File: src/rtl/lsu_pkg.sv
// Shared load/store-unit types and helpers for the store forward queue.
//   sq_state_e  : per-entry store queue state (FREE/ALLOC/READY/CMT)
//   mem_size_e  : access size encoding (byte/half/word)
//   idx_width() : index width for a given queue depth
//   size_to_be(): 4-byte-lane byte-enable mask for an access
package lsu_pkg;

  typedef enum logic [1:0] {
    SQ_FREE  = 2'd0,
    SQ_ALLOC = 2'd1,
    SQ_READY = 2'd2,
    SQ_CMT   = 2'd3
  } sq_state_e;

  typedef enum logic [1:0] {
    MEM_B = 2'b00,
    MEM_H = 2'b01,
    MEM_W = 2'b10
  } mem_size_e;

  function automatic int unsigned idx_width(input int unsigned depth);
    return $clog2(depth);
  endfunction

  // Byte lanes touched within the aligned 4-byte word.
  function automatic logic [3:0] size_to_be(input logic [1:0] addr_lo,
                                            input logic [1:0] size);
    logic [3:0] m;
    case (size)
      MEM_B:   m = 4'b0001;
      MEM_H:   m = 4'b0011;
      default: m = 4'b1111;
    endcase
    return m << addr_lo;
  endfunction

endpackage

File: src/rtl/sfq_fwd_port.sv
// One store-to-load forwarding check port.
// Scans the age window [head, marker) oldest to youngest so the youngest
// word-address match with overlapping bytes wins.
//   ld_vld_i/ld_addr_i/ld_size_i/ld_marker_i : load request and tail snapshot
//   head_i, state_i, addr_i, data_i, size_i  : queue state from the top
//   hit_o / stall_o / data_o                 : forward result
// Build option SFQ_UNKNOWN_ADDR_SPEC_EN: ALLOC entries (unknown address) are
// ignored instead of forcing a stall.
module sfq_fwd_port
  import lsu_pkg::*;
#(
  parameter int unsigned DEPTH = 8,
  parameter int unsigned XLEN  = 32,
  localparam int unsigned IDXW = idx_width(DEPTH)
) (
  input  logic            ld_vld_i,
  input  logic [XLEN-1:0] ld_addr_i,
  input  logic [1:0]      ld_size_i,
  input  logic [IDXW:0]   ld_marker_i,
  input  logic [IDXW:0]   head_i,
  input  sq_state_e       state_i [DEPTH],
  input  logic [XLEN-1:0] addr_i  [DEPTH],
  input  logic [XLEN-1:0] data_i  [DEPTH],
  input  logic [1:0]      size_i  [DEPTH],
  output logic            hit_o,
  output logic            stall_o,
  output logic [XLEN-1:0] data_o
);

  logic [IDXW:0]   win_len;
  logic [IDXW-1:0] idx;
  logic            found;
  logic            unknown;
  logic            covered;
  logic [3:0]      ld_be;
  logic [3:0]      st_be;
  logic [3:0]      sel_be;
  logic [1:0]      sel_lo;
  logic [XLEN-1:0] sel_data;
  logic [XLEN-1:0] lane_data;
  logic [XLEN-1:0] extracted;
  logic [XLEN-1:0] size_mask;

  always_comb begin
    win_len  = ld_marker_i - head_i;
    ld_be    = size_to_be(ld_addr_i[1:0], ld_size_i);
    found    = 1'b0;
    unknown  = 1'b0;
    sel_be   = '0;
    sel_lo   = '0;
    sel_data = '0;
    idx      = '0;
    st_be    = '0;
    for (int unsigned k = 0; k < DEPTH; k++) begin
      idx = head_i[IDXW-1:0] + IDXW'(k);
      if ((IDXW+1)'(k) < win_len) begin
        st_be = size_to_be(addr_i[idx][1:0], size_i[idx]);
        if (state_i[idx] == SQ_ALLOC) begin
`ifndef SFQ_UNKNOWN_ADDR_SPEC_EN
          unknown = 1'b1;
`endif
        end else if (state_i[idx] != SQ_FREE &&
                     addr_i[idx][XLEN-1:2] == ld_addr_i[XLEN-1:2] &&
                     (st_be & ld_be) != 4'b0000) begin
          found    = 1'b1;
          sel_be   = st_be;
          sel_lo   = addr_i[idx][1:0];
          sel_data = data_i[idx];
        end
      end
    end
  end

  always_comb begin
    lane_data = sel_data << {sel_lo, 3'b000};
    extracted = lane_data >> {ld_addr_i[1:0], 3'b000};
    case (ld_size_i)
      MEM_B:   size_mask = XLEN'(8'hFF);
      MEM_H:   size_mask = XLEN'(16'hFFFF);
      default: size_mask = '1;
    endcase
    covered = (sel_be & ld_be) == ld_be;
    hit_o   = ld_vld_i & found & covered & ~unknown;
    stall_o = ld_vld_i & (unknown | (found & ~covered));
    data_o  = hit_o ? (extracted & size_mask) : '0;
  end

endmodule

File: src/rtl/store_forward_queue.sv
// Store data queue with in-order drain and multi-port store-to-load forwarding.
//   clk_i, rst_i (async, active-low)
//   disp_*      : allocate at tail; sdq_alloc_idx_o is tail incl. wrap bit
//   exec_*      : address/data arrival for an ALLOC entry
//   cmit_vld_i  : commit oldest uncommitted (READY) entry
//   flush_i     : drop all uncommitted entries, committed ones keep draining
//   issue_*     : valid/ready drain of committed head entry, lane-aligned
//   ld_*        : NUM_LD_PORTS combinational forwarding checks
// Build option SFQ_UNKNOWN_ADDR_SPEC_EN: loads bypass unknown-address stores.
module store_forward_queue
  import lsu_pkg::*;
#(
  parameter int unsigned DEPTH        = 8,
  parameter int unsigned XLEN         = 32,
  parameter int unsigned NUM_LD_PORTS = 2,
  localparam int unsigned IDXW        = idx_width(DEPTH)
) (
  input  logic                           clk_i,
  input  logic                           rst_i,
  input  logic                           disp_vld_i,
  input  logic [1:0]                     disp_size_i,
  output logic [IDXW:0]                  sdq_alloc_idx_o,
  output logic                           sdq_full_o,
  input  logic                           exec_vld_i,
  input  logic [IDXW-1:0]                exec_idx_i,
  input  logic [XLEN-1:0]                exec_addr_i,
  input  logic [XLEN-1:0]                exec_data_i,
  input  logic                           cmit_vld_i,
  input  logic                           flush_i,
  output logic                           issue_vld_o,
  input  logic                           issue_rdy_i,
  output logic [XLEN-1:0]                issue_addr_o,
  output logic [XLEN-1:0]                issue_data_o,
  output logic [XLEN/8-1:0]              issue_be_o,
  input  logic [NUM_LD_PORTS-1:0]        ld_vld_i,
  input  logic [NUM_LD_PORTS*XLEN-1:0]   ld_addr_i,
  input  logic [NUM_LD_PORTS*2-1:0]      ld_size_i,
  input  logic [NUM_LD_PORTS*(IDXW+1)-1:0] ld_sdq_marker_i,
  output logic [NUM_LD_PORTS-1:0]        ld_hit_o,
  output logic [NUM_LD_PORTS-1:0]        ld_stall_o,
  output logic [NUM_LD_PORTS*XLEN-1:0]   ld_data_o
);

  localparam int unsigned BW = XLEN / 8;

  sq_state_e       state_q [DEPTH];
  sq_state_e       state_d [DEPTH];
  logic [XLEN-1:0] addr_q  [DEPTH];
  logic [XLEN-1:0] data_q  [DEPTH];
  logic [1:0]      size_q  [DEPTH];
  logic [IDXW:0]   head_q, head_d, cptr_q, cptr_d, tail_q, tail_d;

  logic [IDXW-1:0] head_idx, cptr_idx, tail_idx;
  logic            full, issue_vld;
  logic            do_disp, do_exec, do_cmt, do_drain;
  logic [1:0]      head_lo;

  assign head_idx  = head_q[IDXW-1:0];
  assign cptr_idx  = cptr_q[IDXW-1:0];
  assign tail_idx  = tail_q[IDXW-1:0];
  assign full      = (tail_q - head_q) == (IDXW+1)'(DEPTH);
  assign issue_vld = state_q[head_idx] == SQ_CMT;
  assign do_disp   = disp_vld_i & ~full & ~flush_i;
  assign do_exec   = exec_vld_i & (state_q[exec_idx_i] == SQ_ALLOC);
  assign do_cmt    = cmit_vld_i & (state_q[cptr_idx] == SQ_READY);
  assign do_drain  = issue_vld & issue_rdy_i;

  always_comb begin
    state_d = state_q;
    head_d  = head_q;
    cptr_d  = cptr_q;
    tail_d  = tail_q;
    if (do_exec) state_d[exec_idx_i] = SQ_READY;
    if (do_cmt) begin
      state_d[cptr_idx] = SQ_CMT;
      cptr_d            = cptr_q + (IDXW+1)'(1);
    end
    if (do_drain) begin
      state_d[head_idx] = SQ_FREE;
      head_d            = head_q + (IDXW+1)'(1);
    end
    // Everything not committed (after this cycle's commit) is by construction
    // in [cptr_d, tail) or already FREE, so clearing non-CMT entries suffices.
    if (flush_i) begin
      for (int unsigned i = 0; i < DEPTH; i++) begin
        if (state_d[i] != SQ_CMT) state_d[i] = SQ_FREE;
      end
      tail_d = cptr_d;
    end else if (do_disp) begin
      state_d[tail_idx] = SQ_ALLOC;
      tail_d            = tail_q + (IDXW+1)'(1);
    end
  end

  always_ff @(posedge clk_i or negedge rst_i) begin
    if (!rst_i) begin
      head_q <= '0;
      cptr_q <= '0;
      tail_q <= '0;
      for (int unsigned i = 0; i < DEPTH; i++) begin
        state_q[i] <= SQ_FREE;
        addr_q[i]  <= '0;
        data_q[i]  <= '0;
        size_q[i]  <= '0;
      end
    end else begin
      head_q <= head_d;
      cptr_q <= cptr_d;
      tail_q <= tail_d;
      for (int unsigned i = 0; i < DEPTH; i++) state_q[i] <= state_d[i];
      if (do_disp) size_q[tail_idx] <= disp_size_i;
      if (do_exec) begin
        addr_q[exec_idx_i] <= exec_addr_i;
        data_q[exec_idx_i] <= exec_data_i;
      end
    end
  end

  cmt_only_ready: assert property (@(posedge clk_i) disable iff (!rst_i)
    cmit_vld_i |-> state_q[cptr_idx] == SQ_READY);

  assign sdq_alloc_idx_o = tail_q;
  assign sdq_full_o      = full;
  assign head_lo         = addr_q[head_idx][1:0];
  assign issue_vld_o     = issue_vld;
  assign issue_addr_o    = issue_vld ? {addr_q[head_idx][XLEN-1:2], 2'b00} : '0;
  assign issue_data_o    = issue_vld ? (data_q[head_idx] << {head_lo, 3'b000}) : '0;
  assign issue_be_o      = issue_vld ? BW'(size_to_be(head_lo, size_q[head_idx])) : '0;

  for (genvar p = 0; p < NUM_LD_PORTS; p++) begin : g_ld
    sfq_fwd_port #(
      .DEPTH (DEPTH),
      .XLEN  (XLEN)
    ) u_fwd (
      .ld_vld_i    (ld_vld_i[p]),
      .ld_addr_i   (ld_addr_i[p*XLEN +: XLEN]),
      .ld_size_i   (ld_size_i[p*2 +: 2]),
      .ld_marker_i (ld_sdq_marker_i[p*(IDXW+1) +: IDXW+1]),
      .head_i      (head_q),
      .state_i     (state_q),
      .addr_i      (addr_q),
      .data_i      (data_q),
      .size_i      (size_q),
      .hit_o       (ld_hit_o[p]),
      .stall_o     (ld_stall_o[p]),
      .data_o      (ld_data_o[p*XLEN +: XLEN])
    );
  end

endmodule

File: config.mk
export PLATFORM = sky130hd
export DESIGN_NAME = store_forward_queue
export DESIGN_NICKNAME = d
export VERILOG_FILES = /design/src/rtl/lsu_pkg.sv /design/src/rtl/sfq_fwd_port.sv /design/src/rtl/store_forward_queue.sv
export SDC_FILE = /design/constraint.sdc
export NUM_CORES = 2
export LEC_CHECK = 0
export ABC_AREA = 0
export CORE_MARGIN = 3
export CORE_UTILIZATION = 55
export CTS_BUF_LIST = sky130_fd_sc_hd__clkbuf_4 sky130_fd_sc_hd__clkbuf_8
export DETAILED_ROUTE_END_ITERATION = 8
export GPL_ROUTABILITY_DRIVEN = 0
export PLACE_DENSITY = 0.77
export SLEW_MARGIN = 20
export SYNTH_ARGS = -nofsm -noshare
export SYNTH_HDL_FRONTEND = slang
export SYNTH_HIERARCHICAL = 1
export SYNTH_SLANG_ARGS = --single-unit
File: constraint.sdc
create_clock -name clk_i -period 7.3 [get_ports clk_i]
set_input_delay 1.46 -clock clk_i [delete_from_list [all_inputs] [get_ports clk_i]]
set_output_delay 1.46 -clock clk_i [all_outputs]
set_load 0.1 [all_outputs]
==> flow_metrics.env, run 1 <==
export IMPL_async_reset_ff_share_pct=100
export IMPL_dp_cells=11200
export IMPL_synth_area_leaders="mux4_2 (29%), dfrtp_1 (17%), mux2_2 (9.1%)"
export IMPL_place_area_um2=98400
export IMPL_grt_start_max_net_pins=158
export IMPL_syn_area_per_cell_um2=10.1
export IMPL_synth_area_um2=83700
export IMPL_h_tree_depth=3
export IMPL_synth_edff_count=0
export IMPL_die_w_um=396
export IMPL_numPortBuffers=293
export IMPL_crit_endpoint="ld_data_o[4]"
export IMPL_hpwlAfterDp_mm=320
export IMPL_lastStage="5_1_grt"
export IMPL_place_worst_setup_slack_ps=-1060
export IMPL_worstEpCategory="output port"
export IMPL_antenna_found_initial=72
export IMPL_gr_usage_all_layers_pct=65.9
export IMPL_syn_inst=8276
export IMPL_yosys_area_top_type="mux4_2"
export IMPL_netlist_cell_type_count=116
export IMPL_cts_buffers=97
export IMPL_root_buffer="clkbuf_8"
export IMPL_chipHeight_um=396
export IMPL_initial_core_util_pct=55.6
export IMPL_status="aborted with a tool error"
export IMPL_ys_ff_latch=556
export IMPL_yosys_warnings=6
export IMPL_ios=296
export IMPL_tool_error="[ERROR GRT-0232] Routing congestion too high. Check the congestion heatmap in the GUI."
export IMPL_synth_top_area_share_pct=29.0
export IMPL_clk_path_buf_depth=3
export IMPL_cts_sinks=556
export IMPL_core_rowCount=142
export IMPL_grt_overflow=5
export IMPL_ys_flop_type="dfrtp_1"
export IMPL_synth_seq_area_share_pct=16.6
-- cells in the mapped netlist, drive strengths merged (76+ instances only) --
master,count
nand2,1152
mux4,1097
mux2,678
mux2i,629
dfrtp,556
buf,517
xnor2,386
nor2,358
a21oi,302
clkbuf,270
nand3,259
o21ai,223
nor3,132
o22ai,115
a31oi,90
nand4,89
inv,88
a22oi,86
a221oi,76
-- kinds of logic after synthesis --
group	count (synthesis)	synth area share [%]
compound gates	1562	13.4
xor+xnor	451	4.74
fa+ha+maj	18	0.287
buf+inv	885	5.43
flops	556	16.6
mux	2404	46.3
other cells	1	0.00448
simple gates	2399	13.2
-- through the flow --
stage	util [%]	setup TNS, ps	hold slack (ps)
2_1_floorplan	-	-44170	436
3_3_place_gp	65.4	-55380	454
3_5_place_dp	65.4	-54070	453
4_1_cts	69.4	-52470	467
-- layer usage --
layer,track usage [%],overflow
met5,47.7,0
met4,53.8,1
met3,61.1,1
met2,75.4,3
met1,67.4,0
-- timing repair --
item | 4_1_cts
endpoints found under the setup margin | 68
pin swaps | 142
setup buffers | 103
gates cloned | 20
hold buffers | 0
resized for setup | 465
==> inputs of run 2 (changes only) <==
--- a/config.mk
+++ b/config.mk
@@ -7,11 +7,10 @@
 export LEC_CHECK = 0
 export ABC_AREA = 0
 export CORE_MARGIN = 3
-export CORE_UTILIZATION = 55
-export CTS_BUF_LIST = sky130_fd_sc_hd__clkbuf_4 sky130_fd_sc_hd__clkbuf_8
+export CORE_UTILIZATION = 40
 export DETAILED_ROUTE_END_ITERATION = 8
 export GPL_ROUTABILITY_DRIVEN = 0
-export PLACE_DENSITY = 0.77
+export PLACE_DENSITY_LB_ADDON = 0.15
 export SLEW_MARGIN = 20
 export SYNTH_ARGS = -nofsm -noshare
 export SYNTH_HDL_FRONTEND = slang
==> constraint.sdc (replaced) <==
create_clock -name clk_i -period 9.49 [get_ports clk_i]
set_input_delay 1.898 -clock clk_i [delete_from_list [all_inputs] [get_ports clk_i]]
set_output_delay 1.898 -clock clk_i [all_outputs]
set_load 0.1 [all_outputs]
==> flow_metrics.env, run 2 <==
export IMPL_status="finished with violations"
export IMPL_violations="DRC, setup timing"
export IMPL_fmax_ghz=0.103
export IMPL_ys_ff_latch=556
export IMPL_combinationalPowerShare_pct=56.8
export IMPL_worst_slew_pin_slew_ps=1430
export IMPL_p_switching_uw=9190
export IMPL_hold_path_startpoint="cptr_q[3]"
export IMPL_initial_core_util_pct=40.3
export IMPL_die_w_um=463
export IMPL_syn_inst=8276
export IMPL_final_cell_mix="nand2_1 (1143), mux4_2 (1077), mux2_2 (674)"
export IMPL_setup_viol=14
export IMPL_yosys_top_cells_count="nand2_1 (1152), mux4_2 (1077), mux2_2 (674), mux2i_1 (623), dfrtp_1 (556)"
export IMPL_holdPathStages=1
export IMPL_power_density_nw_per_um2=190
export IMPL_critPathMaxFanout=17
export IMPL_end_kind="primary output"
export IMPL_grt_pass1_vias=78500
export IMPL_clk_path_buf_depth=3
export IMPL_cap_violations=0
export IMPL_drtIter0Drc=17100
export IMPL_grt_start_max_net_pins=153
export IMPL_r2r_start="head_q[1]"
export IMPL_antenna_left=0
export IMPL_route_detailed_drc=259
export IMPL_cts_sinks=556
export IMPL_clock_skew_ps=32.4
export IMPL_synth_edff_count=0
export IMPL_clkTransAtPathRegs_ps=60
export IMPL_worstRegToRegCells=11
export IMPL_async_reset_ff_share_pct=100
export IMPL_grt_setup_unrepaired="no"
export IMPL_timing_final_ws_setup_ps=-248
export IMPL_r2r_end="size_q[2]"
export IMPL_yosys_area_top_type="mux4_2"
export IMPL_p_int_uw=9020
export IMPL_fin_crit_ps=9740
export IMPL_cts_buffers=73
export IMPL_hold_viol=0
export IMPL_layout_area_overhead_vs_synth_pct=14.4
export IMPL_worstSetupPathType="in -> out"
export IMPL_coreArea_um2=207000
export IMPL_top_regs="addr_q (256), data_q (256)"
export IMPL_ys_flop_type="dfrtp_1"
export IMPL_fin_nets=8629
export IMPL_clkPwrFrac_pct=16.8
export IMPL_synth_area_leaders="mux4_2 (29%), dfrtp_1 (17%), mux2_2 (9.1%)"
export IMPL_wl_per_cell_um=41.4
export IMPL_sw_frac_of_total_pct=50.5
export IMPL_vias_per_cell=7.71
export IMPL_drv_slew=0
export IMPL_antenna_found_initial=32
export IMPL_synth_seq_area_share_pct=16.6
export IMPL_core_rowCount=167
export IMPL_crit_required_ps=7590
export IMPL_cts_tree="done"
export IMPL_vias=87400
export IMPL_hpwlAfterDp_mm=345
export IMPL_mostFrequentLayoutCell="nand2_1"
export IMPL_clk_latency_ps=750
export IMPL_layout_drive_gt1_share_pct=33.9
export IMPL_seqPwrFrac_pct=26.5
export IMPL_drt_wl_total_mm=469
export IMPL_ir_drop_v=0.000173
export IMPL_hp_class="reg -> reg"
export IMPL_h_tree_depth=3
export IMPL_grt_overflow=0
export IMPL_fin_area_um2=95800
export IMPL_cts_hold_buf=0
export IMPL_fin_cells=11300
export IMPL_regToRegSetupSlack_ps=3630
export IMPL_root_buffer="clkbuf_16"
export IMPL_dp_cells=11100
export IMPL_place_worst_setup_slack_ps=-333
export IMPL_gr_usage_all_layers_pct=41.7
export IMPL_synth_most_common_cell="nand2_1"
export IMPL_firstDrtPassIters=9
export IMPL_numPortBuffers=293
export IMPL_max_slew_margin_pct=4.40
export IMPL_total_power_uw=18200
export IMPL_grt_pass1_wl_mm=639
export IMPL_totalNegativeSetupSlack_ps=-1060
export IMPL_crit_arrival_ps=7840
export IMPL_synth_area_um2=83700
export IMPL_fin_crit_sh_pct=103
export IMPL_cp_start_kind="primary input"
export IMPL_ios=296
export IMPL_netlist_cell_type_count=116
export IMPL_leakagePower_uw=0.0340
export IMPL_min_to="cptr_q[3]"
export IMPL_yosys_warnings=6
export IMPL_synth_top_area_share_pct=29.0
export IMPL_place_area_um2=92200
export IMPL_chipHeight_um=463
export IMPL_dieArea_um2=215000
export IMPL_syn_area_per_cell_um2=10.1
-- run 2: cell counts after synthesis --
Identical to the previous run, type by type.
-- run 2: layout make-up --
class                           instances  area [um2]
Sequential cell                       556       13900
Clock buffer                          104        2200
Fill cell                           19400      112000
Antenna cell                           31        77.6
Clock inverter                         28         382
Inverter                               98         384
Timing Repair Buffer                  889        8750
Tap cell                             2788        3490
Multi-Input combinational cell       6839       66600
-- run 2: how the worst max path moves through the flow --
stage,startpoint,endpoint,slack (ps)
floorplan,head_q[0],ld_data_o[25],-510
global placement,ld_sdq_marker_i[4],ld_data_o[55],-220
detailed placement,ld_sdq_marker_i[4],ld_data_o[55],-330
CTS,head_q[0],ld_data_o[47],3
global route,head_q[0],ld_data_o[14],7
finish,ld_addr_i[0],ld_data_o[6],-250
-- run 2: worst max-delay path, stage by stage --
cell and delay (ps):
clkdlybuf4s50_1 680, buf_4 260, nor2_1 50, buf_4 180, nor2_1 450, o21ai_0 180
a222oi_1 780, buf_4 250, nor4_2 60, buf_4 160, a22oi_2 390, buf_4 490
o21ai_0 150, o21ai_0 580, buf_4 280, nand2b_1 110, a21oi_1 60, o21bai_1 190
nor4b_4 330, buf_12 220
-- run 2: layer usage --
layer | share of wire (%) | GRT usage, % | vias to the layer above
li1 | - | - | 33200
met1 | 37 | 54.0 | 43700
met2 | 36 | 51.2 | 8507
met3 | 20 | 27.3 | 1887
met4 | 7.2 | 21.7 | 42
met5 | 0.30 | 3.97 | -
-- run 2: through the flow --
step	util, %	hold WS, ps
3_5_place_dp	44.4	460
5_1_grt	46.1	515
4_1_cts	45.8	470
3_3_place_gp	44.4	454
2_1_floorplan	-	436
6_report	46.2	471
-- run 2: kinds of logic after synthesis --
| group | share of synthesized area (%) |
|---|---|
| multiplexers | 46.3 |
| AND/OR/NAND/NOR | 13.2 |
| AO/OA/AOI/OAI | 13.4 |
| buffers and inverters | 5.43 |
| flip-flops | 16.6 |
| XOR/XNOR | 4.74 |
| adder cells (fa/ha/maj) | 0.287 |
| other | 0.00448 |
-- run 2: power groups by stage --
stage | Clock, uW | Sequential, uW | Combinational (uW)
final | 3060 | 4820 | 10300
after CTS | 3080 | 4600 | 9610
after floorplan | 0 | 3750 | 6660
after detailed placement | 0 | 4640 | 9520
after global placement | 0 | 4570 | 9460
after global routing | 3170 | 4800 | 10500
-- run 2: timing repair --
item / CTS / global route
gates cloned: 1 / 5
gates resized for setup: 26 / 84
buffers inserted: 4 / 18
pin swaps: 4 / 11
setup endpoints to repair: 59 / 66
hold endpoints to repair: 0 / 0
Power figures use the tool's default switching activity.
